**config.mk**
```make
export PLATFORM = sky130hd
export DESIGN_NAME = uart_rx_flat
export DESIGN_NICKNAME = d
export VERILOG_FILES = /design/src/rtl/uart_rx_pkg.sv /design/src/rtl/uart_rx_if.sv /design/src/rtl/uart_baud_tick.sv /design/src/rtl/uart_rx.sv /design/src/flat_wrapper.sv
export SDC_FILE = /design/constraint.sdc
export NUM_CORES = 1
export LEC_CHECK = 0
export ABC_CLOCK_PERIOD_IN_PS = 4630
export BUFFER_PORTS_ARGS = -buffer_cell sky130_fd_sc_hd__buf_2
export CAP_MARGIN = 10
export CORE_UTILIZATION = 50
export CTS_BUF_LIST = sky130_fd_sc_hd__clkbuf_16
export DETAILED_ROUTE_END_ITERATION = 10
export PLACE_DENSITY_LB_ADDON = 0.3
export SYNTH_ARGS = -nofsm -noshare
export SYNTH_HDL_FRONTEND = slang
export SYNTH_SLANG_ARGS = --single-unit
```
**constraint.sdc**
```tcl
create_clock -name clk -period 4.63 [get_ports clk]
set_input_delay 0.926 -clock clk [delete_from_list [all_inputs] [get_ports clk]]
set_output_delay 0.926 -clock clk [all_outputs]
set_load 0.05 [all_outputs]
```
**src/rtl/uart_rx_pkg.sv**
```systemverilog
// Shared UART definitions: receiver state encodings, oversample factor and
// the baud divisor formula that the matching transmitter also uses.
package uart_rx_pkg;

    typedef enum logic [2:0] {
        ST_IDLE  = 3'd0,
        ST_START = 3'd1,
        ST_DATA  = 3'd2,
        ST_STOP  = 3'd3,
        ST_BREAK = 3'd4
    } rx_state_e;

    localparam int OVERSAMPLE = 16;

    // Clocks per oversample tick, rounded to nearest.
    function automatic int calc_div(input int clk_hz, input int baud, input int os);
        return int'((longint'(clk_hz) + longint'(os / 2) * longint'(baud)) /
                    (longint'(os) * longint'(baud)));
    endfunction

    function automatic logic majority3(input logic a, input logic b, input logic c);
        return (a & b) | (a & c) | (b & c);
    endfunction

endpackage

```
**src/rtl/uart_rx_if.sv**
```systemverilog
// Received-byte bundle from uart_rx to the debug bridge, plus a state debug view.
interface uart_rx_if;
    import uart_rx_pkg::*;

    // rx_byte_valid is a one-cycle strobe with no ready: the consumer must take
    // rx_byte in the cycle the strobe is high. framing_error is a separate strobe
    // and never coincides with rx_byte_valid.
    logic       rx_byte_valid;
    logic [7:0] rx_byte;
    logic       framing_error;
    logic       rx_busy;
    rx_state_e  state;

    modport master (
        output rx_byte_valid,
        output rx_byte,
        output framing_error,
        output rx_busy,
        output state
    );

    modport slave (
        input rx_byte_valid,
        input rx_byte,
        input framing_error,
        input rx_busy,
        input state
    );

endinterface

```
**src/rtl/uart_baud_tick.sv**
```systemverilog
// Oversample tick generator: one-cycle tick every DIV clocks, restartable by clear
// so ticks can be phase-aligned to a start edge.
module uart_baud_tick
    import uart_rx_pkg::*;
#(
    parameter int CLK_HZ     = 18432000,
    parameter int BAUD       = 115200,
    parameter int OVERSAMPLE = 16
) (
    input  logic clk,
    input  logic reset,
    input  logic clear,
    output logic tick
);

    localparam int DIV = calc_div(CLK_HZ, BAUD, OVERSAMPLE);
    localparam int CW  = (DIV < 2) ? 1 : $clog2(DIV);

    if (DIV < 2) begin : g_div_check
        $fatal(1, "uart_baud_tick: clock too slow for BAUD, DIV must be at least 2");
    end

    logic [CW-1:0] cnt_q;
    logic [CW-1:0] cnt_d;

    always_comb begin
        tick  = (cnt_q == CW'(DIV - 1));
        cnt_d = cnt_q + CW'(1);
        if (clear || tick) begin
            cnt_d = '0;
        end
    end

    always_ff @(posedge clk or posedge reset) begin
        if (reset) begin
            cnt_q <= '0;
        end else begin
            cnt_q <= cnt_d;
        end
    end

endmodule

```
**src/rtl/uart_rx.sv**
```systemverilog
// 8N1 UART receiver, LSB first, 16x oversampling with a 3-sample majority vote
// taken at sample counts 7, 8 and 9 of each bit.
module uart_rx
    import uart_rx_pkg::*;
#(
    parameter int CLK_HZ = 18432000,
    parameter int BAUD   = 115200
) (
    input  logic      clk,
    input  logic      reset,
    input  logic      rx,
    uart_rx_if.master bus
);

    logic       rx_meta_q;
    logic       rx_s_q;
    logic       tick;
    logic       tick_clear;

    rx_state_e  state_q,         state_d;
    logic [3:0] scnt_q,          scnt_d;
    logic [2:0] bit_idx_q,       bit_idx_d;
    logic [7:0] shreg_q,         shreg_d;
    logic [2:0] votes_q,         votes_d;
    logic [7:0] rx_byte_q,       rx_byte_d;
    logic       rx_byte_valid_q, rx_byte_valid_d;
    logic       framing_error_q, framing_error_d;
    logic       rx_busy_q,       rx_busy_d;
    logic       bit_vote;
    logic       stop_vote;

    always_ff @(posedge clk or posedge reset) begin
        if (reset) begin
            rx_meta_q <= 1'b1;
            rx_s_q    <= 1'b1;
        end else begin
            rx_meta_q <= rx;
            rx_s_q    <= rx_meta_q;
        end
    end

    // Restart the tick divider on the start edge so every vote lands mid-bit.
    assign tick_clear = (state_q == ST_IDLE) && !rx_s_q;

    uart_baud_tick #(
        .CLK_HZ     (CLK_HZ),
        .BAUD       (BAUD),
        .OVERSAMPLE (OVERSAMPLE)
    ) u_baud_tick (
        .clk   (clk),
        .reset (reset),
        .clear (tick_clear),
        .tick  (tick)
    );

    assign bit_vote  = majority3(votes_q[0], votes_q[1], votes_q[2]);
    // The stop decision is made on the third vote's own tick, so use rx_s live.
    assign stop_vote = majority3(votes_q[0], votes_q[1], rx_s_q);

    always_comb begin
        state_d         = state_q;
        scnt_d          = scnt_q;
        bit_idx_d       = bit_idx_q;
        shreg_d         = shreg_q;
        votes_d         = votes_q;
        rx_byte_d       = rx_byte_q;
        rx_byte_valid_d = 1'b0;
        framing_error_d = 1'b0;

        if (tick && (state_q == ST_START || state_q == ST_DATA || state_q == ST_STOP)) begin
            scnt_d = scnt_q + 4'd1;
            case (scnt_q)
                4'd7:    votes_d[0] = rx_s_q;
                4'd8:    votes_d[1] = rx_s_q;
                4'd9:    votes_d[2] = rx_s_q;
                default: ;
            endcase
        end

        case (state_q)
            ST_IDLE: begin
                if (!rx_s_q) begin
                    state_d = ST_START;
                    scnt_d  = 4'd0;
                end
            end
            ST_START: begin
                if (tick && scnt_q == 4'd15) begin
                    if (!bit_vote) begin
                        state_d   = ST_DATA;
                        bit_idx_d = 3'd0;
                    end else begin
                        state_d = ST_IDLE;
                    end
                end
            end
            ST_DATA: begin
                if (tick && scnt_q == 4'd15) begin
                    shreg_d   = {bit_vote, shreg_q[7:1]};
                    bit_idx_d = bit_idx_q + 3'd1;
                    if (bit_idx_q == 3'd7) begin
                        state_d = ST_STOP;
                    end
                end
            end
            ST_STOP: begin
                if (tick && scnt_q == 4'd9) begin
                    if (stop_vote) begin
                        rx_byte_d       = shreg_q;
                        rx_byte_valid_d = 1'b1;
                        state_d         = ST_IDLE;
                    end else begin
                        framing_error_d = 1'b1;
                        state_d         = ST_BREAK;
                    end
                end
            end
            ST_BREAK: begin
                if (rx_s_q) begin
                    state_d = ST_IDLE;
                end
            end
            default: state_d = ST_IDLE;
        endcase

        rx_busy_d = (state_d != ST_IDLE);
    end

    always_ff @(posedge clk or posedge reset) begin
        if (reset) begin
            state_q         <= ST_IDLE;
            scnt_q          <= 4'd0;
            bit_idx_q       <= 3'd0;
            shreg_q         <= 8'h00;
            votes_q         <= 3'b000;
            rx_byte_q       <= 8'h00;
            rx_byte_valid_q <= 1'b0;
            framing_error_q <= 1'b0;
            rx_busy_q       <= 1'b0;
        end else begin
            state_q         <= state_d;
            scnt_q          <= scnt_d;
            bit_idx_q       <= bit_idx_d;
            shreg_q         <= shreg_d;
            votes_q         <= votes_d;
            rx_byte_q       <= rx_byte_d;
            rx_byte_valid_q <= rx_byte_valid_d;
            framing_error_q <= framing_error_d;
            rx_busy_q       <= rx_busy_d;
        end
    end

    assign bus.rx_byte_valid = rx_byte_valid_q;
    assign bus.rx_byte       = rx_byte_q;
    assign bus.framing_error = framing_error_q;
    assign bus.rx_busy       = rx_busy_q;
    assign bus.state         = state_q;

endmodule

```
**src/flat_wrapper.sv**
```systemverilog
// flat-port wrapper written by rule: the top's interface ports become plain ports
module uart_rx_flat import uart_rx_pkg::*;
#(
    parameter int CLK_HZ = 18432000,
    parameter int BAUD   = 115200
)
  (clk, reset, rx, bus_rx_byte_valid, bus_rx_byte, bus_framing_error, bus_rx_busy, bus_state);
  uart_rx_if bus_i ();
  input  logic clk;
  input  logic reset;
  input  logic rx;
  output wire logic [$bits(bus_i.rx_byte_valid)-1:0] bus_rx_byte_valid;
  output wire logic [$bits(bus_i.rx_byte)-1:0] bus_rx_byte;
  output wire logic [$bits(bus_i.framing_error)-1:0] bus_framing_error;
  output wire logic [$bits(bus_i.rx_busy)-1:0] bus_rx_busy;
  output wire logic [$bits(bus_i.state)-1:0] bus_state;
  assign bus_rx_byte_valid = bus_i.rx_byte_valid;
  assign bus_rx_byte = bus_i.rx_byte;
  assign bus_framing_error = bus_i.framing_error;
  assign bus_rx_busy = bus_i.rx_busy;
  assign bus_state = bus_i.state;
  uart_rx #(.CLK_HZ(CLK_HZ), .BAUD(BAUD)) u_core (.clk(clk), .reset(reset), .rx(rx), .bus(bus_i));
endmodule
```
==> results.md <==
- Worst hold path type: reg -> reg
- Reg2reg setup slack: 2.60 ns
- DRT Pass-1 Iters: 4
- Final Hold Slack: 0.3549 ns
- Vias in the first global route: 1,064
- I/O Pins: 17
- First-pass GRT wire length: 4664 um
- P&R area growth vs syn: 15.96%
- Hold Vio Cnt, Final: 0
- Fin crit share: 46.95%
- Crit end category: output pin
- FF-to-FF Start: u_core.u_baud_tick.cnt_q[1]
- Fin crit period: 2.174 ns
- Crit path largest cell delay: 0.62 ns
- Critical path, cell by cell: buf_2
- Core ar.: 3390 sq um
- Layout fillers: 277
- Post-CTS setup buffers: 0
- Most frequent cells in the layout: 36 x dfrtp_1, 20 x mux2_2, 16 x buf_2
- CTS buffer count: 5
- Max-slew violation count: 0
- Most common cell after layout, fill and taps aside: dfrtp_1
- Post-DR wirelength/cell: 14.59 um
- N_diodes: 0
- Post-layout nets: 170
- Total number of vias: 1,113
- Synthesized Nets: 149
- Initial Utilization: 52.97%
- Power per cell area: 343.7 nW/um^2
- Synth cell types: 40
- Post-Place Cells: 199
- Rel. slew slack: 44.38%
- Crit-path max FO: 11
- Clock sinks: 38
- Sequential standard cell area: 953.4 sq um
- Fin area: 2082 sq um
- GP Congestion: 0.7656
- DR vias/cell: 5.377
- Worst Hold End: u_core.rx_s_q
- Seq cells post-synth: 38
- Post_cts resized: 0
- Top FF cell, synth: dfrtp_1
- Unrepaired setup endpoints after global routing: false
- Status: finished, final reports clean
- Die area: 3835 sq um
- Crit path max-delay family: flip-flops
- Worst Tran Pin Value: 0.8274 ns
- Port buffer count: 16
- DRC Markers: 0
- Max Cap Viol: 0
- Die Height: 61.93 um
- Layout Cells excl Fill: 207
- Synth warn: 0
- # rows: 21
- Arr. time, crit path: 1.25 ns
- Post-synth EDFFs: 0
- Iter 0 DRT Violations: 36
- Seq/Total Area, Yosys: 53.10%
- Worst path bufs/invs: 1
- Pre-CTS setup slack: 2.592 ns
- Final worst setup slack: 2.456 ns
- Final setup violation count: 0
- Fmax: 460.0 MHz
- Worst Reg-to-Reg Cells: 6
- FFs w/ async S/R, synth: 100.0%
- Die X: 61.93 um
- CP Class: reg -> out
- Area of the multi-input gates: 802.0 sq um
- Detailed Route WL: 3021 um
- R2R Path End: u_core.bus.rx_byte[1]
- Later-pin clock latency in the skew report: 0.28 ns
- Largest net degree at the start of global routing: 39
- Synth Instances: 139
- Synth Area per Inst: 12.92 sq um
- Initial antenna violation count: 0
- CTS Root Cell: clkbuf_16
- Final ANT Viol Nets: 0
- Cell area after synthesis: 1795 sq um
- Cell at the slowest stage of the critical path: dfrtp_1
- Peak supply drop: 0.2380 mV
- DP Area: 1919 sq um
- GR Util All Layers: 17.70%
- Setup TNS: 0 ns
- TritonCTS clock tree: yes
- Cts hold-fix bufs: 0
- Critical path launch point type: register
- Clock transition at the registers of the reported paths: 0.05 ns
- GRT overflow: 0
- Cells on Worst Hold Path: 0
- CTS Buffer Depth: 2
- CP required: 3.70 ns
- Share of cells above drive strength 1: 32.92%
- DP HPWL: 2113 um
- Clock skew: 0.002686 ns
- Leak: 1.009 nW
- H-tree lvl count: 2
- Worst hold start: u_core.rx_meta_q
## per-layer routing
metal / global-route usage [%] / vias to the layer above / part of all wire [%]
met4: 6.667 / 0 / 0.73
met5: 0 / - / 0
met1: 19.81 / 558 / 46
li1: - / 539 / -
met2: 30.57 / 14 / 50
met3: 6.832 / 2 / 2.8
## state kept, by name, indices dropped and copies added, names as in the netlist
name,cells
u_core.shreg_q,8
u_core.u_baud_tick.cnt_q,4
u_core.bit_idx_q,3
u_core.bus.state,3
u_core.bus.rx_byte_valid,1
u_core.bus.rx_busy,1
u_core.rx_s_q,1
u_core.scnt_q,4
u_core.rx_meta_q,1
u_core.votes_q,3
u_core.bus.rx_byte,8
u_core.bus.framing_error,1
## worst max path at each step
stage | startpoint | slack, ns | endpoint | cells past startpoint
3_3_place_gp | u_core.u_baud_tick.cnt_q[1] | 2.68 | u_core.bus.rx_byte[3] | 6
2_1_floorplan | u_core.bus.state[0] | 2.68 | u_core.votes_q[0] | 5
4_1_cts | u_core.bus.state[0] | 2.45 | bus_state[0] | 1
6_report | u_core.bus.state[0] | 2.46 | bus_state[0] | 1
5_1_grt | u_core.bus.state[0] | 2.39 | bus_state[0] | 1
3_5_place_dp | u_core.u_baud_tick.cnt_q[1] | 2.59 | u_core.bus.rx_byte[1] | 6
## synthesized netlist by cell type, drive strengths merged (2+ instances only)
cell	instances	area (sq um)
a22o	2	17.52
buf	3	21.27
dfrtp	36	900.9
dfstp	2	52.55
ha	7	87.58
inv	5	18.77
mux2	20	225.2
mux2i	3	30.03
nand2	4	15.01
nand2b	2	20.02
nand3	5	25.02
nand3b	3	35.03
nand4	2	27.53
nor2	12	45.04
nor3	6	41.29
nor4	4	46.29
nor4b	2	17.52
o2bb2ai	2	17.52
or3	2	12.51
xnor2	4	35.03
## per-stage QoR
stage	utilization [%]	power [mW]
after floorplan	-	0.3458
after global placement	56.63	0.3488
after detailed placement	56.63	0.3492
after CTS	61.42	0.7254
after global routing	61.42	0.7399
final	61.42	0.7156
## power by group
| group | switching, mW | internal (mW) |
|---|---|---|
| clock network | 0.123 | 0.250 |
| logic | 0.00646 | 0.00164 |
| registers | 0.000830 | 0.334 |
## cell type report
type	instances	area share, %
multi-input cells	93	38.52
repair buffers	17	4.207
inverters	5	0.9014
well taps	46	2.764
flip-flops and latches	38	45.79
clock buffers	5	6.010
clock inverters	3	1.803
## cell families (layout without fill, tap and decap cells)
group / Yosys count / count (layout) / synth area share, %
and+or+nand+nor: 48 / 48 / 18.68
DFF: 38 / 38 / 53.10
muxes: 23 / 23 / 14.22
AOI/OAI and AO/OA: 9 / 9 / 3.903
adders and majority gates: 8 / 8 / 5.435
buffers and inverters: 8 / 30 / 2.230
xor gates and xnor gates: 5 / 5 / 2.439
No activity file was read; power rests on OpenSTA's default activity.
